$ cat src/rtl/motor_drive.sv
// L298N dual H-bridge driver: command glitch filter, dead time on every
// direction change, duty ramp and free-running PWM enables.
module motor_drive #(
  parameter int PWM_BITS    = 8,
  parameter int DUTY_MAX    = 200,
  parameter int RAMP_DIV    = 1000,
  parameter int DEAD_CYCLES = 50000,
  parameter int HOLD_CYCLES = 1000
) (
  input  logic                clk_50m,
  input  logic                rst,
  input  logic                stop,
  input  logic                backward,
  input  logic                turn_left,
  input  logic                turn_right,
  output logic                in1,
  output logic                in2,
  output logic                in3,
  output logic                in4,
  output logic                ena,
  output logic                enb,
  output logic [1:0]          motor_state,
  output logic [PWM_BITS-1:0] duty,
  output logic                busy
);

  localparam int HW = (HOLD_CYCLES > 1) ? $clog2(HOLD_CYCLES) : 1;
  localparam int DW = (DEAD_CYCLES > 1) ? $clog2(DEAD_CYCLES) : 1;
  localparam int RW = (RAMP_DIV > 1) ? $clog2(RAMP_DIV) : 1;

  localparam logic [HW-1:0] HOLD_LAST = HW'(HOLD_CYCLES - 1);
  localparam logic [DW-1:0] DEAD_LOAD = DW'(DEAD_CYCLES - 1);
  localparam logic [RW-1:0] RAMP_LAST = RW'(RAMP_DIV - 1);
  localparam logic [PWM_BITS-1:0] DMAX = PWM_BITS'(DUTY_MAX);

  typedef enum logic [1:0] {
    IDLE = 2'd0,
    DEAD = 2'd1,
    RAMP = 2'd2,
    RUN  = 2'd3
  } state_t;

  typedef enum logic [2:0] {
    R_FWD   = 3'd0,
    R_BWD   = 3'd1,
    R_LEFT  = 3'd2,
    R_RIGHT = 3'd3,
    R_STOP  = 3'd4
  } req_t;

  state_t              state;
  req_t                req;
  req_t                prev_req;
  req_t                dir;
  logic [HW-1:0]       hold_cnt;
  logic [HW-1:0]       hold_nxt;
  logic [DW-1:0]       dead_cnt;
  logic [RW-1:0]       ramp_cnt;
  logic [PWM_BITS-1:0] pwm_cnt;
  logic [3:0]          pins;
  logic                accept;
  logic                go_dead;
  logic                pwm_on;

  function automatic logic [3:0] pin_map(req_t d);
    logic [3:0] p;
    p = 4'b0000;
    case (d)
      R_FWD:   p = 4'b1010;
      R_BWD:   p = 4'b0101;
      R_LEFT:  p = 4'b0110;
      R_RIGHT: p = 4'b1001;
      default: p = 4'b0000;
    endcase
    return p;
  endfunction

  always_comb begin
    req = R_FWD;
    if (stop)            req = R_STOP;
    else if (backward)   req = R_BWD;
    else if (turn_left)  req = R_LEFT;
    else if (turn_right) req = R_RIGHT;

    hold_nxt = '0;
    if (req == prev_req)
      hold_nxt = (hold_cnt == HOLD_LAST) ? hold_cnt : hold_cnt + HW'(1);

    // Level acceptance: a held request keeps re-accepting, which is harmless
    // because a command equal to dir has no effect.
    accept  = (req != R_STOP) && (hold_nxt == HOLD_LAST);
    go_dead = accept && ((state == IDLE) || (req != dir));
    pwm_on  = pwm_cnt < duty;
  end

  always_ff @(posedge clk_50m or posedge rst) begin
    if (rst) begin
      state    <= IDLE;
      dir      <= R_FWD;
      prev_req <= R_FWD;
      hold_cnt <= '0;
      dead_cnt <= '0;
      ramp_cnt <= '0;
      pwm_cnt  <= '0;
      duty     <= '0;
      pins     <= '0;
      ena      <= 1'b0;
      enb      <= 1'b0;
      busy     <= 1'b0;
    end else begin
      pwm_cnt  <= pwm_cnt + PWM_BITS'(1);
      prev_req <= req;
      // Drop the bridge at once on stop or reversal, not one PWM sample late.
      ena      <= pwm_on && !(stop || go_dead);
      enb      <= pwm_on && !(stop || go_dead);
      if (stop) begin
        state    <= IDLE;
        duty     <= '0;
        pins     <= '0;
        busy     <= 1'b0;
        hold_cnt <= '0;
        dead_cnt <= '0;
        ramp_cnt <= '0;
      end else begin
        hold_cnt <= hold_nxt;
        if (go_dead) begin
          state    <= DEAD;
          dir      <= req;
          pins     <= pin_map(req);
          duty     <= '0;
          busy     <= 1'b1;
          dead_cnt <= DEAD_LOAD;
          ramp_cnt <= '0;
        end else begin
          case (state)
            DEAD: begin
              if (dead_cnt == '0) begin
                state <= (DUTY_MAX == 0) ? RUN : RAMP;
                busy  <= (DUTY_MAX != 0);
              end else begin
                dead_cnt <= dead_cnt - DW'(1);
              end
            end
            RAMP: begin
              if (ramp_cnt == RAMP_LAST) begin
                ramp_cnt <= '0;
                duty     <= duty + PWM_BITS'(1);
                if (duty + PWM_BITS'(1) == DMAX) begin
                  state <= RUN;
                  busy  <= 1'b0;
                end
              end else begin
                ramp_cnt <= ramp_cnt + RW'(1);
              end
            end
            default: ;
          endcase
        end
      end
    end
  end

  assign {in1, in2, in3, in4} = pins;
  assign motor_state = state;

endmodule

$ cat config.mk
export PLATFORM = sky130hd
export DESIGN_NAME = motor_drive
export DESIGN_NICKNAME = d
export VERILOG_FILES = /design/src/rtl/motor_drive.sv
export SDC_FILE = /design/constraint.sdc
export NUM_CORES = 1
export LEC_CHECK = 0
export ABC_AREA = 1
export BUFFER_PORTS_ARGS = -buffer_cell sky130_fd_sc_hd__buf_2
export CORE_ASPECT_RATIO = 1.4
export CORE_UTILIZATION = 65
export CTS_BUF_LIST = sky130_fd_sc_hd__clkbuf_16
export DETAILED_ROUTE_END_ITERATION = 7
export GPL_TIMING_DRIVEN = 1
export HOLD_SLACK_MARGIN = 0.1
export PLACE_DENSITY = 0.87
export SLEW_MARGIN = 20
export SYNTH_ARGS = -nofsm -noshare
export SYNTH_HDL_FRONTEND = slang
export SYNTH_SLANG_ARGS = --single-unit
$ cat constraint.sdc
create_clock -name clk_50m -period 2.85 [get_ports clk_50m]
set_input_delay 0.1425 -clock clk_50m [delete_from_list [all_inputs] [get_ports clk_50m]]
set_output_delay 0.1425 -clock clk_50m [all_outputs]
set_load 0.05 [all_outputs]
==> qor.yml, run 1 <==
status: "finished, final reports clean"
die_w_um: 68.16
grt-ovfl-total: 0
fill_cells: 418
final-seq-area_um2: 1652
placed_area_um2: 4133
synth_edf_count: 0
nets: 576
wirelength_mm: 8.868
num_rows: 33
r2r-end: "motor_state[0]"
drv_slew: 0
die-area_um2: 6448
die_h_um: 94.62
cts_tree: "built"
path_cells: "inv_1 > ha_1 > nand2_1 > nor2_1 > nand4_1 > nand2_1 > inv_2 > nor2_1 > nand2_1 > o21ai_0 > nand2_1 > nand2_1"
reg2reg_from: "dead_cnt[0]"
grt_pass1_wl_mm: 15.27
max_freq_mhz: 389.1
hold_ws_ns: 0.1347
clk_transition_reported_paths_ns: 0.06
path_class: "flop to flop"
finalSetupViolCount: 0
worstMarginPinSlew_ns: 0.8724
finalHoldViolCount: 0
cp_slowest_cell: "dfrtp_1"
max_stage_delay_ns: 0.36
drtIter0Drc: 302
rsz0062_at_grt: "no"
io_buffer_count: 22
cts_made_buffers: 9
post-route-min-period_ns: 2.570
cp.required_ns: 3.12
fin_crit_sh_pct: 90.17
cp-end-kind: "flop"
start_kind: "flop"
diodes: 0
synth.cell_area_um2: 3983
synth-main-ff-cell: "dfrtp_1"
ys_ff_latch: 66
ir_drop_mv: 0.6111
ios: 23
finalPower_mw: 2.969
whs_endpoint: "pins[2]"
netlist.top_cell.by_area: "dfrtp_1"
hold_depth: 3
crit_arrival_ns: 2.84
synth.top_cell.area_share_pct: 41.47
final_area_um2: 4458
hp-class: "input port to flop"
synth_warnings: 0
reg2regPathDepth: 12
antenna_found_initial: 0
drive_gt1_share_pct: 10.89
synth_area_leaders: "dfrtp_1, nand2_1, inv_1"
critPathMostFrequentCell: "nand2_1"
drc: 0
clockBufferDepth: 2
syn_inst: 527
ant_nets: 0
first_pass_iters: 5
worst-path-buf-inv: 2
track_usage_pct: 31.69
avgSynthCellArea_um2: 7.557
slew_headroom_pct: 41.76
cts_max_level: 3
holdCritStartpoint: "backward"
cp_max_fo: 13
area_delta_synth_final_pct: 11.94
numClockSinks: 66
async_flop_share_pct: 100.0
synth-seq-area-share_pct: 41.47
yosysUniqueCellTypes: 38
root_buffer: "clkbuf_16"
leakage_nw: 2.292
fin_util_pct: 76.04
crit_family: "simple AND/OR/NAND/NOR gates"
routed-via-count: 3568
post_cts_buffers: 0
fp.coreArea_um2: 5863
setup_tns_ns: 0
drt-vias-per-instance: 5.663
grt_pass1_vias: 3630
start_util_pct: 67.93
synth_fp_nets: 548
clk_latency_ns: 0.33
finalClockSkew_ns: 0.007470
reg2reg_slack_ns: 0.28
multiInputGateArea_um2: 1979
routedWlPerCell_um: 14.08
drv_cap: 0
grt_start_max_net_pins: 42
gp_congestion: 0.8857
p_per_area_nw_per_um2: 666.0
dp_hpwl_mm: 6.103
placed cells by master, fill, tap and decap left out, drive strengths merged:
cell | netlist | routed
o211ai | 2 | 2
dfrtp | 66 | 66
o21ai | 27 | 27
nand4 | 9 | 9
a31oi | 1 | 1
xor2 | 18 | 18
clkbuf | 3 | 9
nand3 | 38 | 38
dlygate4sd3 | 0 | 3
buf | 8 | 25
nand3b | 1 | 1
ha | 15 | 15
inv | 74 | 74
a21oi | 17 | 17
nor3b | 1 | 1
clkinvlp | 0 | 3
o21bai | 1 | 1
o2111ai | 8 | 8
nand2 | 145 | 145
bufinv | 0 | 1
and3 | 2 | 2
nor3 | 11 | 11
or2 | 2 | 2
clkinv | 1 | 4
xnor2 | 8 | 8
a21boi | 1 | 1
nor4 | 3 | 3
nor2 | 65 | 65
cell type report:
type,count,area share (%)
multi-input cells,375,44.40
flip-flops and latches,66,37.05
inverters,75,6.315
clock buffers,9,5.052
repair buffers,28,3.649
well taps,70,1.965
clock inverters,7,1.572
worst max path at each step:
stage	cells after the start	slack [ns]	from	end
5_1_grt	12	0.03	dead_cnt[0]	busy
3_3_place_gp	12	0.39	dead_cnt[0]	busy
4_1_cts	12	0.29	dead_cnt[0]	busy
3_5_place_dp	12	0.30	dead_cnt[0]	busy
2_1_floorplan	13	0.79	duty[0]	motor_state[0]
6_report	12	0.28	dead_cnt[0]	motor_state[0]
metal layers:
metal | GRT usage [%] | part of all wire (%) | vias up
li1 | - | - | 1750
met1 | 36.31 | 40 | 1686
met2 | 53.51 | 53 | 102
met3 | 5.918 | 3.8 | 30
met4 | 18.40 | 3.2 | 0
met5 | 0 | 0 | -
registers in the layout, indices dropped and copies added (netlist names), 3 cells and up:
register and count:
dead_cnt 16, hold_cnt 10, ramp_cnt 10, duty 8, pwm_cnt 8, pins 4, dir 3, prev_req 3
per-stage QoR:
step                setup WS [ns]  cells
detailed placement         0.2984    611
finish                     0.2802    630
global placement           0.3903    611
floorplan                  0.7879    527
global route              0.02598    630
CTS                        0.2899    630
Yosys cell counts, types with 3 or more instances:
cell type,count
nor2_4,3
nor2_2,4
nand4_1,9
o21ai_0,21
inv_1,71
nand2_1,142
xnor2_1,8
ha_1,15
nor2_1,58
nor3_1,10
o21ai_1,5
inv_2,3
xor2_1,18
buf_4,5
a21oi_1,16
clkbuf_1,3
nand3_1,36
nor4_1,3
dfrtp_1,66
o2111ai_1,8
kinds of logic after synthesis:
group | synth area share [%]
adders and majority gates | 4.713
buffers and inverters | 8.828
xor gates and xnor gates | 5.718
DFF | 41.47
AOI/OAI and AO/OA | 8.577
and+or+nand+nor | 30.69
power breakdown:
| part | leakage [nW] | total (mW) | switching, mW | internal (mW) |
|---|---|---|---|---|
| registers | 0.880 | 1.10 | 0.0845 | 1.02 |
| clock network | 0.135 | 1.10 | 0.427 | 0.673 |
| logic | 1.28 | 0.764 | 0.536 | 0.228 |
| total | 2.29 | 2.97 | 1.05 | 1.92 |
what timing repair did:
action                     in CTS  in global routing
hold buffers                    3                  0
hold endpoints to repair       41                  0
gates resized for setup         0                  0
setup endpoints to repair       0                  0
tightest hold or removal path: stages:
cell and delay [ns]:
buf_2 0.11, nor2_1 0.06, o21ai_1 0.11
No activity file was read; power rests on OpenSTA's default activity.
==> run 2: changes to the inputs <==
CTS_BUF_LIST = sky130_fd_sc_hd__clkbuf_8   (was sky130_fd_sc_hd__clkbuf_16)
==> run 2 against run 1 <==
Effect of this change:
- sequential share of layout area is 0.75 points higher
- register-to-register slack improved by 0.13 ns
- first-iteration DRC count shrank 7.0%
- die area unchanged
- sequential power barely moved
- global-route usage fell by 0.67 points
- clock power decreased by 26%
- critical path type unchanged
- critical endpoint is now busy
- largest cell class unchanged
==> qor.yml, run 2 (synthesis gave the netlist of run 1 again) <==
drtIter0Drc: 281
path_class: "flop to flop"
drv_slew: 0
post-route-min-period_ns: 2.441
start_kind: "flop"
setup_tns_ns: 0
area_delta_synth_final_pct: 9.708
nets: 576
root_buffer: "clkbuf_8"
finalHoldViolCount: 0
finalClockSkew_ns: 0.01424
max_freq_mhz: 409.7
cp_slowest_cell: "dfrtp_1"
status: "finished, final reports clean"
regMostFlops: "dead_cnt"
hold_ws_ns: 0.1179
drv_cap: 0
clockBufferDepth: 2
worstMarginPinSlew_ns: 0.8783
dp.cells: 611
fin_crit_sh_pct: 85.65
slew_headroom_pct: 41.36
hp-class: "input port to flop"
io_buffer_count: 22
rsz0062_at_grt: "no"
largest_reg_flops: 16
numClockSinks: 66
num_rows: 33
finalNonFillerCells: 630
ios: 23
cts_tree: "built"
ir_drop_mv: 0.4065
cp-end-kind: "flop"
critPathMostFrequentCell: "nand2_1"
top_regs: "dead_cnt (16), hold_cnt (10), ramp_cnt (10)"
track_usage_pct: 31.03
finalSetupViolCount: 0
die_w_um: 68.16
grt_pass1_wl_mm: 15.01
cts_max_level: 3
gp_congestion: 0.8857
die_h_um: 94.62
p_per_area_nw_per_um2: 611.5
routedWlPerCell_um: 13.58
dp_worst_setup_slack_ns: 0.2984
dp_hpwl_mm: 6.103
grt_start_max_net_pins: 42
final_cell_mix: "nand2_1, inv_1, dfrtp_1"
cts_made_buffers: 9
cp.required_ns: 3.14
crit_arrival_ns: 2.73
first_pass_iters: 4
routed-via-count: 3487
drt-vias-per-instance: 5.535
fp.coreArea_um2: 5863
post-route-worst-setup-slack_ns: 0.4091
antenna_found_initial: 0
die-area_um2: 6448
wirelength_mm: 8.558
cp_max_fo: 13
drc: 0
ant_nets: 0
leakage_nw: 2.251
grt-ovfl-total: 0
clk_latency_ns: 0.35
layout_commonest_cell: "nand2_1"
clk_transition_reported_paths_ns: 0.08
path_cells: "inv_1 > ha_1 > nand2_1 > nor2_1 > nand4_1 > nand2_2 > inv_2 > nor2_1 > nand2_1 > o21ai_0 > nand2_1 > nand2_1"
start_util_pct: 67.93
grt_pass1_vias: 3548
diodes: 0
max_stage_delay_ns: 0.37
fin_util_pct: 74.52
drive_gt1_share_pct: 11.25
==> run 2: final cells by class <==
cell class | instances | area, um^2
multi-input combinational | 375 | 1982
sequential | 66 | 1652
fill | 440 | 1494
inverter | 75 | 281.5
timing repair buffer | 28 | 162.7
clock buffer | 10 | 137.6
tap | 70 | 87.58
clock inverter | 6 | 66.31
==> run 2: what timing repair did <==
item	in CTS	in global routing
hold endpoints to repair	42	0
gates resized for setup	0	1
hold buffers	3	0
setup endpoints to repair	0	2
setup buffers	0	0
==> run 2: path summary, 6_finish.rpt <==
check	cells after the start	slack, ns	startpoint	endpoint
setup / recovery	12	0.41	dead_cnt[0]	busy
hold / removal	4	0.12	backward	pins[1]
setup reg to reg	12	0.41	dead_cnt[0]	busy
hold reg to reg	2	0.48	pins[1]	pins[1]
max in group asynchronous	4	1.56	rst	duty[0]
min in group asynchronous	3	0.52	rst	ramp_cnt[2]
==> run 2: where the power goes <==
group | switching (mW) | internal (mW) | total, mW
combinational | 0.531 | 0.229 | 0.759
sequential | 0.0814 | 1.02 | 1.10
clock | 0.386 | 0.427 | 0.813
==> run 2: metrics by stage <==
step           area (um^2)  power, mW
2_1_floorplan         3983      1.694
3_3_place_gp          4133      1.831
3_5_place_dp          4133      1.860
4_1_cts               4367      2.675
5_1_grt               4369      2.838
6_report              4369      2.672
==> run 2: routing by layer <==
metal | track usage [%] | share of wire (%) | up-vias
li1 | - | - | 1742
met3 | 6.643 | 4.1 | 20
met5 | 0 | 0 | -
met1 | 36.66 | 40 | 1644
met2 | 51.96 | 54 | 81
met4 | 15.28 | 2.2 | 0
==> run 2: critical path, delay by kind of cell (launching register included) <==
family / cells / cell delay [ns]
AO/OA/AOI/OAI: 1 / 0.32
buffers and inverters: 2 / 0.30
flip-flops: 1 / 0.37
adder cells (fa/ha/maj): 1 / 0.21
AND/OR/NAND/NOR: 8 / 1.20
